### src/rtl/seq_det_ctrl.sv
// Serial pattern detector with config handshake, run control and match counting.
// Optional feature: define SEQ_DET_CTRL_OVERLAP_SEL_EN to honour cfg_overlap; otherwise detection always overlaps.
module seq_det_ctrl #(
  parameter int PAT_W = 4,
  parameter int CNT_W = 8
) (
  input  logic             clk,
  input  logic             rst,
  input  logic             cfg_valid,
  output logic             cfg_ready,
  input  logic [PAT_W-1:0] cfg_pattern,
  input  logic             cfg_overlap,
  input  logic [CNT_W-1:0] cfg_limit,
  input  logic             start,
  input  logic             stop,
  input  logic             x,
  input  logic             x_valid,
  output logic             q,
  output logic             busy,
  output logic             done,
  output logic [CNT_W-1:0] match_cnt
);

  localparam int FILL_W = $clog2(PAT_W + 1);
  localparam logic [FILL_W-1:0] FILL_FULL = FILL_W'(PAT_W);

  typedef enum logic [1:0] {
    IDLE  = 2'd0,
    ARMED = 2'd1,
    RUN   = 2'd2,
    DONE  = 2'd3
  } state_t;

  state_t              state, state_n;
  logic [PAT_W-1:0]    pat_q, pat_n;
  logic [CNT_W-1:0]    lim_q, lim_n;
  logic [PAT_W-1:0]    hist, hist_n;
  logic [FILL_W-1:0]   fill, fill_n;
  logic [CNT_W-1:0]    cnt_n;
  logic                q_n;

  logic                cfg_fire;
  logic [PAT_W-1:0]    hist_shift;
  logic [FILL_W-1:0]   fill_inc;
  logic [CNT_W-1:0]    cnt_inc;
  logic                hit;
  logic                eff_ovl;

`ifdef SEQ_DET_CTRL_OVERLAP_SEL_EN
  logic ovl_q, ovl_n;
  assign eff_ovl = ovl_q;
`else
  logic unused_cfg_overlap;
  assign unused_cfg_overlap = cfg_overlap;
  assign eff_ovl = 1'b1;
`endif

  assign cfg_ready  = (state != RUN);
  assign busy       = (state == RUN);
  assign done       = (state == DONE);
  assign cfg_fire   = cfg_valid && cfg_ready;
  assign hist_shift = {hist[PAT_W-2:0], x};
  assign fill_inc   = (fill == FILL_FULL) ? FILL_FULL : fill + 1'b1;
  assign cnt_inc    = (&match_cnt) ? match_cnt : match_cnt + 1'b1;
  // stop has priority over a coinciding match, so it masks the hit outright
  assign hit        = (state == RUN) && x_valid && !stop &&
                      (fill_inc == FILL_FULL) && (hist_shift == pat_q);

  always_comb begin
    // NOTE: every comb output gets a default first so no path leaves it unassigned (no latches).
    state_n = state;
    pat_n   = pat_q;
    lim_n   = lim_q;
    hist_n  = hist;
    fill_n  = fill;
    cnt_n   = match_cnt;
    q_n     = 1'b0;
`ifdef SEQ_DET_CTRL_OVERLAP_SEL_EN
    ovl_n   = ovl_q;
`endif

    if (cfg_fire) begin
      pat_n   = cfg_pattern;
      lim_n   = cfg_limit;
`ifdef SEQ_DET_CTRL_OVERLAP_SEL_EN
      ovl_n   = cfg_overlap;
`endif
      state_n = ARMED;
    end

    unique case (state)
      IDLE: ;
      ARMED, DONE: begin
        if (start) begin
          state_n = RUN;
          cnt_n   = '0;
          hist_n  = '0;
          fill_n  = '0;
        end
      end
      RUN: begin
        if (stop) begin
          state_n = IDLE;
        end else if (x_valid) begin
          hist_n = hist_shift;
          fill_n = fill_inc;
          if (hit) begin
            q_n   = 1'b1;
            cnt_n = cnt_inc;
            if (!eff_ovl) fill_n = '0;
            if ((lim_q != '0) && (cnt_inc == lim_q)) state_n = DONE;
          end
        end
      end
      default: state_n = IDLE;
    endcase
  end

  always_ff @(posedge clk) begin
    // NOTE: sequential state uses non-blocking assignments so all registers update from pre-edge values.
    if (!rst) begin
      state     <= IDLE;
      pat_q     <= '0;
      lim_q     <= '0;
      hist      <= '0;
      fill      <= '0;
      match_cnt <= '0;
      q         <= 1'b0;
`ifdef SEQ_DET_CTRL_OVERLAP_SEL_EN
      ovl_q     <= 1'b0;
`endif
    end else begin
      state     <= state_n;
      pat_q     <= pat_n;
      lim_q     <= lim_n;
      hist      <= hist_n;
      fill      <= fill_n;
      match_cnt <= cnt_n;
      q         <= q_n;
`ifdef SEQ_DET_CTRL_OVERLAP_SEL_EN
      ovl_q     <= ovl_n;
`endif
    end
  end

endmodule

### config.mk
export PLATFORM = sky130hd
export DESIGN_NAME = seq_det_ctrl
export DESIGN_NICKNAME = d
export VERILOG_FILES = /design/src/rtl/seq_det_ctrl.sv
export SDC_FILE = /design/constraint.sdc
export NUM_CORES = 1
export LEC_CHECK = 0
export CORE_MARGIN = 3
export CORE_UTILIZATION = 46
export CTS_CLUSTER_SIZE = 10
export DETAILED_ROUTE_END_ITERATION = 8
export HOLD_SLACK_MARGIN = 0.12
export MAX_ROUTING_LAYER = met4
export PLACE_DENSITY = 0.7
export SYNTH_ARGS = -nofsm -noshare
export SYNTH_HDL_FRONTEND = slang
export SYNTH_SLANG_ARGS = --single-unit
### constraint.sdc
create_clock -name clk -period 3 [get_ports clk]
set_input_delay 0.45 -clock clk [delete_from_list [all_inputs] [get_ports clk]]
set_output_delay 0.45 -clock clk [all_outputs]
set_load 0.03 [all_outputs]
==> metrics.txt, run 1 <==
status=completed; hold buffers post-CTS=0; synth cell count leaders=nand2_1 (39), dfxtp_1 (29), a21boi_0 (17); # fillers=331; Seq cells post-synth=29; met3 Usage GRT=0.0582; number of CTS-inserted buffers=5; Port Buffers=30; clk slew on worst S/H paths=0.06 ns; Die Y=67.2 µm; Initial Util=0.496; row count=21; CP Data Arrival Time=2.67 ns; GR Util All Layers=0.209; CP Buf/Inv Count=1; drt total wl=4.05 mm; Cell Area, Synth=1720 µm²; Power Dens Cells=402 nW/µm²; post-CTS setup buffer count=0; Worst Hold Margin=0.483 ns; Vias per Instance=5.65; DP HPWL=3.08 mm; worst-margin pin slew=0.491 ns; Avg Inst Size Synth=7.97 µm²; CP Data Required Time=3.22 ns; detailed-route via count=1632; Setup Skew=0.00736 ns; final period utilization=0.817; Antenna diodes=0; Setup CP Type=input port to register; initial antenna violation count=0; die width=67.2 µm; layout cells sized above 1=0.0864; core area=3470 µm²; Startpoint Class=input port; Worst IR Drop VDD=219 µV; DR WL/cell=14.0 µm; min Tclk post-route=2.45 ns; Synth Net Count=239; ANT nets after route=0; Pre-antenna DRT Iters=4; clock sink count=29; RSZ-0062 raised after global routing=false; CTS resizes=0; drt initial violations=107; Worst slew margin=0.671; routing usage on met1=0.262; CTS Buffer Depth=2; top_reg_cell synth=dfxtp_1; Cells after Synth=216; fin. max-slew vios=0; Hold Fails Final Rpt=0; Yosys top cell by area=dfxtp_1; GRT met2 Usage=0.308; element type at the critical path end=register; top cell type's share of synthesized area=0.337; worst skew pair latency=0.29 ns; ys async rst share=0; first-pass GRT wire length=6.83 mm; Setup violations, final=0; synth top area cells=dfxtp_1 (34%), nand2_1 (8.5%), a21boi_0 (7.4%); Final Wtd Congestion=0.916; worst path cell trace=clkdlybuf4s50_1 -> nand4bb_4 -> or4_4 -> nor4_4 -> o21ai_2 -> or4b_1 -> a21boi_1; HP Class=register to register; setup TNS=0 ns; final net count=265; Syn. warnings=0; area of the multi-input gates=1060 µm²; family with the most delay on the worst path=simple AND/OR/NAND/NOR gates; TritonCTS clock tree=yes; grt peak-use layer=met2; Leak Pwr=0.749 nW; EDFF count, synth=0; Die Area=4510 µm²; Max-cap violations=0; FF/Latch Area=581 µm²; clock root cell=clkbuf_8; Layout area overhead=25.1%; vias in the first global route=1481; Seq/Total Area, Yosys=0.337; most frequent cell after synthesis=nand2_1; GRT overflow=0; fmax=0.408 GHz; IO Count=32; crit-path max cell delay=0.57 ns; H-tree depth=2; pin count of the biggest net entering global routing=18; critical path's slowest cell=or4_4; library cells used by synthesis=46; Post-route DRC=0; CP max FO=4
## worst reg2reg max path, stage by stage (launching register included)
cell      delay, ns
dfxtp_1        0.50
ha_1           0.36
nand3_1        0.15
buf_4          0.20
nor3_1         0.23
xnor2_1        0.09
a2111o_1       0.43
o41ai_1        0.34
## stage by stage
step | total power [W] | instances | util | setup slack (ns) | cell area [µm²]
floorplan | 0.000470 | 216 | - | 0.465 | 1720
global placement | 0.000511 | 281 | 0.592 | 0.298 | 2050
detailed placement | 0.000514 | 281 | 0.592 | 0.254 | 2050
CTS | 0.000873 | 289 | 0.621 | 0.542 | 2150
global route | 0.000909 | 289 | 0.621 | 0.406 | 2150
finish | 0.000865 | 289 | 0.621 | 0.548 | 2150
## path summary, 6_finish.rpt
kind	from	to	slack, ns	depth (start not counted)
max	stop	match_cnt[1]$_SDFFE_PN0P_	0.55	7
min	pat_q[0]$_SDFFE_PN0P_	pat_q[0]$_SDFFE_PN0P_	0.48	2
max reg2reg	match_cnt[0]$_SDFFE_PN0P_	state[0]$_SDFF_PN0_	0.60	7
min reg2reg	pat_q[0]$_SDFFE_PN0P_	pat_q[0]$_SDFFE_PN0P_	0.48	2
## registers in the layout, summed over array words and instances (netlist names)
signal	cells
fill	3
match_cnt	8
pat_q	4
hist	3
state	2
q	1
lim_q	8
## layer usage
metal / part of all wire / vias to the layer above / routed length, µm
li1: - / 825 / -
met1: 0.46 / 731 / 1850
met2: 0.45 / 65 / 1810
met3: 0.067 / 11 / 273
met4: 0.027 / 0 / 108
met5: 0 / - / 0
## layout by cell type, fill, tap and decap left out, drive strengths merged, types with 3 or more instances in the layout
cell type	count
a21boi	19
a21oi	10
a31oi	4
and2	4
buf	4
clkbuf	7
clkdlybuf4s50	30
dfxtp	29
ha	3
inv	5
nand2	39
nand3	9
nand4	3
nor2	13
nor2b	3
nor3	7
nor3b	3
o21ai	6
o221a	5
xnor2	7
xor2	6
## cell families after synthesis
group / count (synthesis) / synth area share
xor gates and xnor gates: 13 / 0.0661
DFF: 29 / 0.337
muxes: 1 / 0.00581
adders and majority gates: 3 / 0.0218
buffers and inverters: 20 / 0.0443
AOI/OAI and AO/OA: 57 / 0.243
and+or+nand+nor: 93 / 0.282
## where the power goes
part / total (W) / internal (W) / switching [W]
clock: 0.000360 / 0.000207 / 0.000153
combinational: 0.0000934 / 0.0000501 / 0.0000433
sequential: 0.000412 / 0.000397 / 0.0000148
## area by class of cell
class	instances	share of cell area
Timing Repair Buffer	34	0.153
Clock buffer	7	0.0447
Sequential cell	29	0.270
Multi-Input combinational cell	167	0.494
Clock inverter	1	0.00232
Inverter	5	0.00872
Tap cell	46	0.0267
No activity file was read; power rests on OpenSTA's default activity.
==> run 2, diff against run 1 <==
Settings changed: PLACE_DENSITY 0.7 to 0.73.
Clock period 3 ns to 2.05 ns, I/O delays scaled along.
==> run 2 against run 1 <==
Against the previous run: the flow now finishes with violations (setup timing); clock skew fell by 0.0032 ns; power increased by 54%; highest routed layer unchanged; final cell count grew 10%; worst hold slack lost 0.012 ns; core utilization up 9.4 points; sequential cell count is the same; non-clock buffer count increased by 29; wire length increased by 7.2%; setup slack worse by 0.60 ns; largest cell class unchanged; sequential share of layout area down 3.1 points; combinational power increased by 73%.
==> metrics.txt, run 2 (synthesis gave the netlist of run 1 again) <==
DP HPWL=3.19 mm; worst-margin pin slew=0.444 ns; Hold Fails Final Rpt=0; Layout area overhead=44.0%; vias in the first global route=1601; worst skew pair latency=0.28 ns; hold path endpoint=hist[0]$_SDFFE_PN0P_; Setup Skew=0.00416 ns; clock root cell=clkbuf_8; Worst IR Drop VDD=439 µV; commonest non-fill, non-tap cell in the layout=nand2_1; final period utilization=1.02; Pre-antenna DRT Iters=4; Max-cap violations=0; Startpoint Class=register; drt initial violations=126; GR Util All Layers=0.221; H-tree depth=2; row count=21; hold path cells=3; failing checks=setup timing; # fillers=280; IO Count=32; core area=3470 µm²; worst r2r src=state[0]$_SDFF_PN0_; CP Data Required Time=2.26 ns; Setup violations, final=2; total chip power=0.00133 W; Initial Util=0.496; min Tclk post-route=2.10 ns; ANT nets after route=0; final core utilization=0.715; Port Buffers=30; layout cells sized above 1=0.243; pin count of the biggest net entering global routing=21; CTS Buffer Depth=2; clk slew on worst S/H paths=0.07 ns; Final Worst Setup Slack=-0.0472 ns; element type at the critical path end=register; Antenna diodes=0; Worst slew margin=0.704; fin. max-slew vios=0; commonest cells after routing, fill and taps aside=nand2_1 (39), buf_4 (30), clkdlybuf4s50_1 (25), dfxtp_1 (24), a21boi_0 (17); final net count=294; fmax=0.477 GHz; RSZ-0062 raised after global routing=true; HP Class=input port to register; Die Area=4510 µm²; detailed-route via count=1739; CP max FO=6; GRT overflow=0; DR WL/cell=13.6 µm; Die Y=67.2 µm; die width=67.2 µm; Setup CP Type=register to register; drt total wl=4.34 mm; Final Wtd Congestion=0.946; TritonCTS clock tree=yes; Post-route DRC=0; initial antenna violation count=0; CP Data Arrival Time=2.31 ns; Vias per Instance=5.47; hold_sp=x; Leak Pwr=0.936 nW; number of CTS-inserted buffers=5; status=finished, violations left; Power Dens Cells=536 nW/µm²; reg2reg path depth=6; biggest registers after layout=lim_q (8), match_cnt (8), pat_q (4); reg2reg end=match_cnt[1]$_SDFFE_PN0P_; first-pass GRT wire length=7.44 mm; clock sink count=29; r2r setup slk=-0.05 ns
run 2: cell types whose count changed in the layout (fill, tap and decap cells not counted), sizes merged:
cell and delta:
clkdlybuf4s50 -5, clkinvlp +1, clkinv -1, dlymetal6s2s +1, buf +29, dlygate4sd2 +4
run 2: worst max path at each step:
stage | slack (ns) | to | start
6_report | -0.05 | match_cnt[1]$_SDFFE_PN0P_ | state[0]$_SDFF_PN0_
3_5_place_dp | -0.45 | match_cnt[1]$_SDFFE_PN0P_ | stop
5_1_grt | -0.15 | match_cnt[0]$_SDFFE_PN0P_ | state[1]$_SDFF_PN0_
3_3_place_gp | -0.44 | match_cnt[1]$_SDFFE_PN0P_ | stop
4_1_cts | -0.03 | match_cnt[1]$_SDFFE_PN0P_ | fill[0]$_SDFFE_PN0P_
2_1_floorplan | -0.07 | state[0]$_SDFF_PN0_ | match_cnt[2]$_SDFFE_PN0P_
run 2: critical path, cell delays in order, from the launching register on:
cell	delay [ns]
dfxtp_4	0.34
nand4bb_4	0.19
or4_4	0.55
nor4_4	0.22
o21ai_4	0.11
or4b_1	0.47
a21boi_1	0.14
run 2: repair_timing:
action                                 CTS  global route
hold buffers                             0             0
setup buffers                            0             3
pin swaps                                0             8
resized for setup                        5            23
setup endpoints to repair                9             8
endpoints found under the hold margin    0             0
gates cloned                             0             1
run 2: metrics by stage:
| step | cell area, µm² | TNS [ns] | cells | worst slack [ns] | hold slack (ns) |
|---|---|---|---|---|---|
| finish | 2480 | -0.0921 | 318 | -0.0472 | 0.471 |
| global route | 2480 | -0.439 | 318 | -0.149 | 0.507 |
| floorplan | 1740 | -0.134 | 216 | -0.0726 | 0.451 |
| global placement | 2250 | -3.25 | 306 | -0.441 | 0.475 |
| CTS | 2370 | -0.0502 | 314 | -0.0271 | 0.469 |
| detailed placement | 2250 | -3.35 | 306 | -0.454 | 0.476 |
run 2: layer usage:
metal  GRT usage  vias up  part of all wire
met4      0.0608        0            0.0097
met1       0.291      798              0.48
met5           -        -                 0
met2       0.342       52              0.45
met3      0.0466        5             0.056
li1            -      884                 -
run 2: power breakdown:
part	total, W	switching [W]	internal (W)
logic	0.000162	0.0000747	0.0000876
registers	0.000596	0.0000173	0.000579
clock network	0.000570	0.000224	0.000346
total	0.00133	0.000316	0.00101
run 2: area by class of cell:
type,count,area (µm²),area share
timing repair buffer,63,561,0.226
clock buffer,7,108,0.0434
tap,46,57.6,0.0232
clock inverter,1,7.51,0.00303
inverter,5,18.8,0.00757
multi-input combinational,167,1140,0.458
sequential,29,592,0.239
==> run 3, diff against run 2 <==
Settings changed: GPL_TIMING_DRIVEN set to 1.
==> results of run 3 <==
No change in the layout: final DEF, timing and power equal those of run 2.
